==> config.mk <==
export PLATFORM = sky130hd
export DESIGN_NAME = fir_axil_sequencer_flat
export DESIGN_NICKNAME = d
export VERILOG_FILES = /design/src/rtl/fir_axil_sequencer_if.sv /design/src/rtl/fir_axil_sequencer.sv /design/src/flat_wrapper.sv
export SDC_FILE = /design/constraint.sdc
export NUM_CORES = 1
export LEC_CHECK = 0
export BUFFER_PORTS_ARGS = -buffer_cell sky130_fd_sc_hd__buf_2
export CAP_MARGIN = 20
export CORE_MARGIN = 8
export CORE_UTILIZATION = 60
export CTS_CLUSTER_SIZE = 28
export DETAILED_ROUTE_END_ITERATION = 8
export HOLD_SLACK_MARGIN = 0.06
export PLACE_DENSITY = 0.8
export SYNTH_ARGS = -nofsm -noshare
export SYNTH_HDL_FRONTEND = slang
export SYNTH_SLANG_ARGS = --single-unit
==> constraint.sdc <==
create_clock -name axis_clk -period 3.6 [get_ports axis_clk]
set_clock_uncertainty 0.05 [all_clocks]
set_input_delay 0.36 -clock axis_clk [delete_from_list [all_inputs] [get_ports axis_clk]]
set_output_delay 0.36 -clock axis_clk [all_outputs]
set_load 0.005 [all_outputs]
==> src/rtl/fir_axil_sequencer_if.sv <==
`timescale 1ns/1ps
// fir_axil_sequencer_if: AXI-Lite write/read channel bundle (no B channel) between the
// FIR sequencer (master) and the FIR engine's configuration port (slave).
interface fir_axil_sequencer_if #(
  parameter int pADDR_WIDTH = 12,
  parameter int pDATA_WIDTH = 32
);
  logic                   awvalid;
  logic [pADDR_WIDTH-1:0] awaddr;
  logic                   awready;
  logic                   wvalid;
  logic [pDATA_WIDTH-1:0] wdata;
  logic                   wready;
  logic                   arvalid;
  logic [pADDR_WIDTH-1:0] araddr;
  logic                   arready;
  logic                   rready;
  logic                   rvalid;
  logic [pDATA_WIDTH-1:0] rdata;

  modport master (
    output awvalid, awaddr, wvalid, wdata, arvalid, araddr, rready,
    input  awready, wready, arready, rvalid, rdata
  );

  modport slave (
    input  awvalid, awaddr, wvalid, wdata, arvalid, araddr, rready,
    output awready, wready, arready, rvalid, rdata
  );
endinterface

==> src/rtl/fir_axil_sequencer.sv <==
`timescale 1ns/1ps
// fir_axil_sequencer: shadows FIR taps/length, writes them plus ap_start over AXI-Lite and
// polls ap_done with timeout. Define FIR_SEQ_READBACK_EN to verify taps by readback.
module fir_axil_sequencer #(
  parameter int pADDR_WIDTH = 12,
  parameter int pDATA_WIDTH = 32,
  parameter int Tape_Num    = 11,
  parameter int POLL_GAP    = 4,
  parameter int POLL_MAX    = 1024
) (
  input  logic                   axis_clk,
  input  logic                   axis_rst_n,
  input  logic                   cfg_we,
  input  logic [3:0]             cfg_addr,
  input  logic [pDATA_WIDTH-1:0] cfg_wdata,
  input  logic                   go,
  output logic                   busy,
  output logic                   done,
  output logic                   err,
  output logic [15:0]            poll_cnt,
  fir_axil_sequencer_if.master   axil
);

  typedef enum logic [3:0] {
    IDLE,
    WR_TAP,
`ifdef FIR_SEQ_READBACK_EN
    VERIFY_AR,
    VERIFY_R,
`endif
    WR_LEN,
    WR_START,
    POLL_WAIT,
    POLL_AR,
    POLL_R,
    FIN
  } state_t;

  state_t                 state;
  state_t                 next_state;
  logic [pDATA_WIDTH-1:0] taps [Tape_Num];
  logic [pDATA_WIDTH-1:0] len;
  logic [3:0]             idx;
  logic                   aw_done;
  logic                   w_done;
  logic [15:0]            gap_cnt;

  logic                   go_accept;
  logic                   is_write;
  logic                   aw_hs;
  logic                   w_hs;
  logic                   beat_done;
  logic                   ar_hs;
  logic                   r_hs;
  logic                   last_tap;
  logic                   gap_last;
  logic                   poll_timeout;
  logic [pADDR_WIDTH-1:0] tap_addr;

  assign go_accept    = go && !busy;
  assign is_write     = (state == WR_TAP) || (state == WR_LEN) || (state == WR_START);
  assign aw_hs        = axil.awvalid && axil.awready;
  assign w_hs         = axil.wvalid && axil.wready;
  assign beat_done    = (aw_done || aw_hs) && (w_done || w_hs);
  assign ar_hs        = axil.arvalid && axil.arready;
  assign r_hs         = axil.rready && axil.rvalid;
  assign last_tap     = (idx == 4'(Tape_Num - 1));
  assign gap_last     = (32'(gap_cnt) == POLL_GAP - 1);
  assign poll_timeout = (32'(poll_cnt) >= POLL_MAX);
  assign tap_addr     = pADDR_WIDTH'(12'h040) + (pADDR_WIDTH'(idx) << 2);

`ifdef FIR_SEQ_READBACK_EN
  logic rd_mismatch;
  assign rd_mismatch = (axil.rdata != taps[idx]);
`endif

  always_ff @(posedge axis_clk) begin
    if (!axis_rst_n) begin
      state <= IDLE;
    end else begin
      state <= next_state;
    end
  end

  always_comb begin
    next_state = state;
    case (state)
      IDLE, FIN: begin
        if (go_accept) next_state = WR_TAP;
        else           next_state = IDLE;
      end
      WR_TAP: begin
`ifdef FIR_SEQ_READBACK_EN
        if (beat_done && last_tap) next_state = VERIFY_AR;
`else
        if (beat_done && last_tap) next_state = WR_LEN;
`endif
      end
`ifdef FIR_SEQ_READBACK_EN
      VERIFY_AR: if (ar_hs) next_state = VERIFY_R;
      VERIFY_R: begin
        if (r_hs) begin
          if (rd_mismatch)   next_state = FIN;
          else if (last_tap) next_state = WR_LEN;
          else               next_state = VERIFY_AR;
        end
      end
`endif
      WR_LEN:    if (beat_done) next_state = WR_START;
      WR_START:  if (beat_done) next_state = POLL_WAIT;
      POLL_WAIT: if (gap_last) next_state = POLL_AR;
      POLL_AR:   if (ar_hs) next_state = POLL_R;
      POLL_R: begin
        if (r_hs) begin
          if (axil.rdata[1] || poll_timeout) next_state = FIN;
          else                               next_state = POLL_WAIT;
        end
      end
      default: next_state = IDLE;
    endcase
  end

  // Valids come straight from the state and the per-channel "handshake seen" flags, so
  // address/data stay frozen for the whole beat and each valid drops right after its own handshake.
  always_comb begin
    axil.awvalid = 1'b0;
    axil.awaddr  = '0;
    axil.wvalid  = 1'b0;
    axil.wdata   = '0;
    axil.arvalid = 1'b0;
    axil.araddr  = '0;
    axil.rready  = 1'b0;
    busy         = (state != IDLE) && (state != FIN);
    done         = (state == FIN);
    case (state)
      WR_TAP: begin
        axil.awvalid = !aw_done;
        axil.wvalid  = !w_done;
        axil.awaddr  = tap_addr;
        axil.wdata   = taps[idx];
      end
`ifdef FIR_SEQ_READBACK_EN
      VERIFY_AR: begin
        axil.arvalid = 1'b1;
        axil.araddr  = tap_addr;
      end
      VERIFY_R: axil.rready = 1'b1;
`endif
      WR_LEN: begin
        axil.awvalid = !aw_done;
        axil.wvalid  = !w_done;
        axil.awaddr  = pADDR_WIDTH'(12'h010);
        axil.wdata   = len;
      end
      WR_START: begin
        axil.awvalid = !aw_done;
        axil.wvalid  = !w_done;
        axil.wdata   = pDATA_WIDTH'(1);
      end
      POLL_AR: axil.arvalid = 1'b1;
      POLL_R:  axil.rready  = 1'b1;
      default: ;
    endcase
  end

  always_ff @(posedge axis_clk) begin
    if (!axis_rst_n) begin
      for (int i = 0; i < Tape_Num; i++) taps[i] <= '0;
      len      <= '0;
      idx      <= '0;
      aw_done  <= 1'b0;
      w_done   <= 1'b0;
      gap_cnt  <= '0;
      poll_cnt <= '0;
      err      <= 1'b0;
    end else begin
      if (cfg_we && !busy) begin
        for (int i = 0; i < Tape_Num; i++) begin
          if (cfg_addr == 4'(i)) taps[i] <= cfg_wdata;
        end
        if (cfg_addr == 4'd15) len <= cfg_wdata;
      end
      if (go_accept) begin
        err      <= 1'b0;
        poll_cnt <= '0;
        idx      <= '0;
      end
      if (is_write) begin
        if (beat_done) begin
          aw_done <= 1'b0;
          w_done  <= 1'b0;
        end else begin
          if (aw_hs) aw_done <= 1'b1;
          if (w_hs)  w_done  <= 1'b1;
        end
      end
      // idx wraps to 0 after the last tap so an optional readback pass starts from tap 0.
      if (state == WR_TAP && beat_done) idx <= last_tap ? 4'd0 : idx + 4'd1;
`ifdef FIR_SEQ_READBACK_EN
      if (state == VERIFY_R && r_hs) begin
        if (!last_tap)  idx <= idx + 4'd1;
        if (rd_mismatch) err <= 1'b1;
      end
`endif
      gap_cnt <= (state == POLL_WAIT) ? gap_cnt + 16'd1 : 16'd0;
      if (state == POLL_AR && ar_hs && poll_cnt != 16'hFFFF) poll_cnt <= poll_cnt + 16'd1;
      if (state == POLL_R && r_hs && !axil.rdata[1] && poll_timeout) err <= 1'b1;
    end
  end

endmodule

==> src/flat_wrapper.sv <==
// flat-port wrapper written by rule: the top's interface ports become plain ports
module fir_axil_sequencer_flat 
#(
  parameter int pADDR_WIDTH = 12,
  parameter int pDATA_WIDTH = 32,
  parameter int Tape_Num    = 11,
  parameter int POLL_GAP    = 4,
  parameter int POLL_MAX    = 1024
)
  (axis_clk, axis_rst_n, cfg_we, cfg_addr, cfg_wdata, go, busy, done, err, poll_cnt, axil_awvalid, axil_awaddr, axil_wvalid, axil_wdata, axil_arvalid, axil_araddr, axil_rready, axil_awready, axil_wready, axil_arready, axil_rvalid, axil_rdata);
  fir_axil_sequencer_if #(.pADDR_WIDTH(pADDR_WIDTH), .pDATA_WIDTH(pDATA_WIDTH)) axil_i ();
  input  logic axis_clk;
  input  logic axis_rst_n;
  input  logic cfg_we;
  input  logic [3:0] cfg_addr;
  input  logic [pDATA_WIDTH-1:0] cfg_wdata;
  input  logic go;
  output logic busy;
  output logic done;
  output logic err;
  output logic [15:0] poll_cnt;
  output wire logic [$bits(axil_i.awvalid)-1:0] axil_awvalid;
  output wire logic [$bits(axil_i.awaddr)-1:0] axil_awaddr;
  output wire logic [$bits(axil_i.wvalid)-1:0] axil_wvalid;
  output wire logic [$bits(axil_i.wdata)-1:0] axil_wdata;
  output wire logic [$bits(axil_i.arvalid)-1:0] axil_arvalid;
  output wire logic [$bits(axil_i.araddr)-1:0] axil_araddr;
  output wire logic [$bits(axil_i.rready)-1:0] axil_rready;
  input wire logic [$bits(axil_i.awready)-1:0] axil_awready;
  input wire logic [$bits(axil_i.wready)-1:0] axil_wready;
  input wire logic [$bits(axil_i.arready)-1:0] axil_arready;
  input wire logic [$bits(axil_i.rvalid)-1:0] axil_rvalid;
  input wire logic [$bits(axil_i.rdata)-1:0] axil_rdata;
  assign axil_awvalid = axil_i.awvalid;
  assign axil_awaddr = axil_i.awaddr;
  assign axil_wvalid = axil_i.wvalid;
  assign axil_wdata = axil_i.wdata;
  assign axil_arvalid = axil_i.arvalid;
  assign axil_araddr = axil_i.araddr;
  assign axil_rready = axil_i.rready;
  assign axil_i.awready = axil_awready;
  assign axil_i.wready = axil_wready;
  assign axil_i.arready = axil_arready;
  assign axil_i.rvalid = axil_rvalid;
  assign axil_i.rdata = axil_rdata;
  fir_axil_sequencer #(.pADDR_WIDTH(pADDR_WIDTH), .pDATA_WIDTH(pDATA_WIDTH), .Tape_Num(Tape_Num), .POLL_GAP(POLL_GAP), .POLL_MAX(POLL_MAX)) u_core (.axis_clk(axis_clk), .axis_rst_n(axis_rst_n), .cfg_we(cfg_we), .cfg_addr(cfg_addr), .cfg_wdata(cfg_wdata), .go(go), .busy(busy), .done(done), .err(err), .poll_cnt(poll_cnt), .axil(axil_i));
endmodule
==> impl_metrics.tcl <==
set metrics [dict create \
    numClockSinks 430 \
    layout.nets 1760 \
    synth_edf_count 352 \
    die_y_um 196 \
    setup.worst_path.start_class "register" \
    min_period_over_period_pct 93.9 \
    antenna_cells 0 \
    cts_root_buf "clkbuf_16" \
    async_flop_share_pct 0 \
    power.density_nw_per_um2 521 \
    grt_usage_pct 24.1 \
    num_rows 66 \
    dp_hpwl_um 28500 \
    path_max_fanout 19 \
    die_x_um 196 \
    cp_slowest_cell "and2_1" \
    vias_per_cell 6.05 \
    gp_congestion 0.825 \
    drtPass1Iterations 5 \
    fin_tns_setup_ps 0 \
    relSlewSlack_pct 31.1 \
    fin_crit_ps 3380 \
    drtIter0Drc 1209 \
    synth_warnings 0 \
    slowest_delay_ps 810 \
    cp.arrival_ps 2970 \
    cts_buffers 43 \
    ant_nets 0 \
    yosysUniqueCellTypes 68 \
    maxSlewViolCount 0 \
    setup-violations-final 0 \
    final_core_util_pct 68.2 \
    die_area_sq_um 38300 \
    start_util_pct 60.2 \
    irDropWorstVdd_mv 0.426 \
    worst_slack_ps 221 \
    clock_path_buffers 3 \
    synth.avg_cell_area_sq_um 12.3 \
    routed_wl_um 47000 \
    grt_pass1_vias 13100 \
    clkTransAtPathRegs_ps 60 \
    area_delta_synth_final_pct 13.2 \
    seq_area_frac_synth_pct 62.5 \
    drc_errors 0 \
    coreArea_sq_um 32200 \
    syn_inst 1578 \
    grt_pass1_wl_um 72300 \
    hold_violations 0 \
    antenna_found_initial 1 \
    num_vias 12800 \
    portBuffers 104 \
    cts_tree "done" \
    worstPathRequired_ps 3190 \
    place_ws_ps 820 \
    final_layout_size_suffix_gt1_share_pct 19.6 \
    rsz0062_at_grt "no" \
    power.total_mw 11.4 \
    timing.setup.critical_path_class "register to output port" \
    max_freq_ghz 0.296 \
    clkLatencyLatePin_ps 540 \
    tightest_slew_ps 1030 \
    grt_max_degree 46 \
    crit_chain "nor2b_4 -> nand2_4 -> clkinv_4 -> and2_1 -> buf_4 -> a22oi_1 -> o21ai_1 -> buf_2" \
    ios 155 \
    grt_overflow_total 0 \
    holdCritPathClass "input pin to register" \
    ys.flop_type "edfxtp_1" \
    cts.repair.resized 0 \
    wire_per_inst_um 22.1 \
    cap_viol_max_count 0 \
    synth_area_sq_um 19400 \
    setup.worst_path.end_class "output port" \
    htreeDepth 2 \
    status "finished, final reports clean" \
    leakage_nw 7.72 \
    synth-seq-cells 430 \
]
## sequential cells by signal, indices dropped and copies added (netlist names), named ones only
register,count
u_core.idx,4
u_core.gap_cnt,16
u_core.taps,352
u_core.len,32
u_core.w_done,1
u_core.aw_done,1
u_core.err,1
u_core.poll_cnt,16
u_core.state,3
## layout by cell type (no fill, tap or decap), drive strengths merged, types with 3 or more instances in the layout
cell type / netlist / routed
clkinv: 1 / 15
nand3: 22 / 22
or3: 5 / 5
conb: 1 / 19
o21ai: 81 / 81
nor2b: 3 / 3
dlygate4sd3: 0 / 31
xnor2: 6 / 6
bufinv: 0 / 5
buf: 80 / 156
and3: 5 / 5
mux4: 64 / 64
xor2: 9 / 9
mux2i: 67 / 67
o22ai: 3 / 3
nor3b: 5 / 5
nor3: 17 / 17
a21boi: 33 / 33
ha: 5 / 5
a21oi: 8 / 8
nand2b: 7 / 7
and2: 8 / 8
inv: 41 / 41
a22oi: 32 / 32
dfxtp: 78 / 78
nand4: 10 / 10
nor4: 5 / 5
nor2: 349 / 349
clkbuf: 69 / 58
nand2: 174 / 174
edfxtp: 352 / 352
a31oi: 5 / 5
o211ai: 4 / 4
## worst paths after layout
kind	startpoint	to	slack (ps)	cells after the start
setup / recovery	u_core.state[1]	axil_wdata[29]	220	8
hold reg to reg	u_core.gap_cnt[0]	u_core.gap_cnt[0]	400	1
hold / removal	cfg_wdata[0]	u_core.len[0]	90	3
setup reg to reg	u_core.state[1]	u_core.taps[9][18]	850	6
## per-stage QoR
stage / hold WS, ps / cells / cell area, sq um
floorplan: 368 / 1596 / 19500
global placement: 376 / 2011 / 20200
detailed placement: 394 / 2011 / 20200
CTS: 78.1 / 2121 / 22000
global route: 92.4 / 2121 / 22000
finish: 90.4 / 2121 / 22000
## worst max-delay path, delay by kind of cell (launching register included)
| family | cells | cell delay (ps) |
|---|---|---|
| AND/OR/NAND/NOR | 3 | 1150 |
| AO/OA/AOI/OAI | 2 | 210 |
| flip-flops | 1 | 440 |
| buffers and inverters | 3 | 620 |
## what timing repair did
action,CTS,global route
setup buffers,0,0
endpoints found under the hold margin,31,0
endpoints found under the setup margin,0,0
hold buffers,31,0
## report_power, final
part	leakage, nW	internal [mW]	switching (mW)	total (mW)
combinational	2.74	0.393	0.757	1.15
clock	0.704	2.71	1.85	4.56
sequential	4.27	5.62	0.102	5.73
total	7.72	8.73	2.71	11.4
## cells in the mapped netlist (all sizes together) (17+ instances only)
cell    number  area [sq um]
nor2       349          1530
a22oi       32           240
inv         41           154
o21ai       81           409
nand3       22           110
clkbuf      69           259
mux2i       67           671
nor3        17           106
a21boi      33           248
mux4        64          1440
nand2      174           661
buf         80           510
dfxtp       78          1560
edfxtp     352         10600
## layout make-up
class	count	area, sq um
clock buffers	58	1200
clock inverters	21	230
fillers	2175	10200
inverters	42	163
multi-input cells	975	6410
flip-flops and latches	430	12100
well taps	408	510
repair buffers	187	1300
## per-layer routing
metal  vias up  track usage, %  part of all wire (%)
met1      6307            30.1                    37
met3       104            4.61                   9.5
met2       659            41.5                    50
met5         -               0                 0.028
li1       5760               -                     -
met4         2            9.04                   3.0
## logic make-up after synthesis
| family | share of synthesized area, % |
|---|---|
| compound gates | 6.05 |
| mux | 10.9 |
| other cells | 0.0193 |
| flops | 62.5 |
| simple gates | 14.7 |
| xor+xnor | 0.677 |
| buf+inv | 4.81 |
| fa+ha+maj | 0.322 |
No activity file was read; power rests on OpenSTA's default activity.
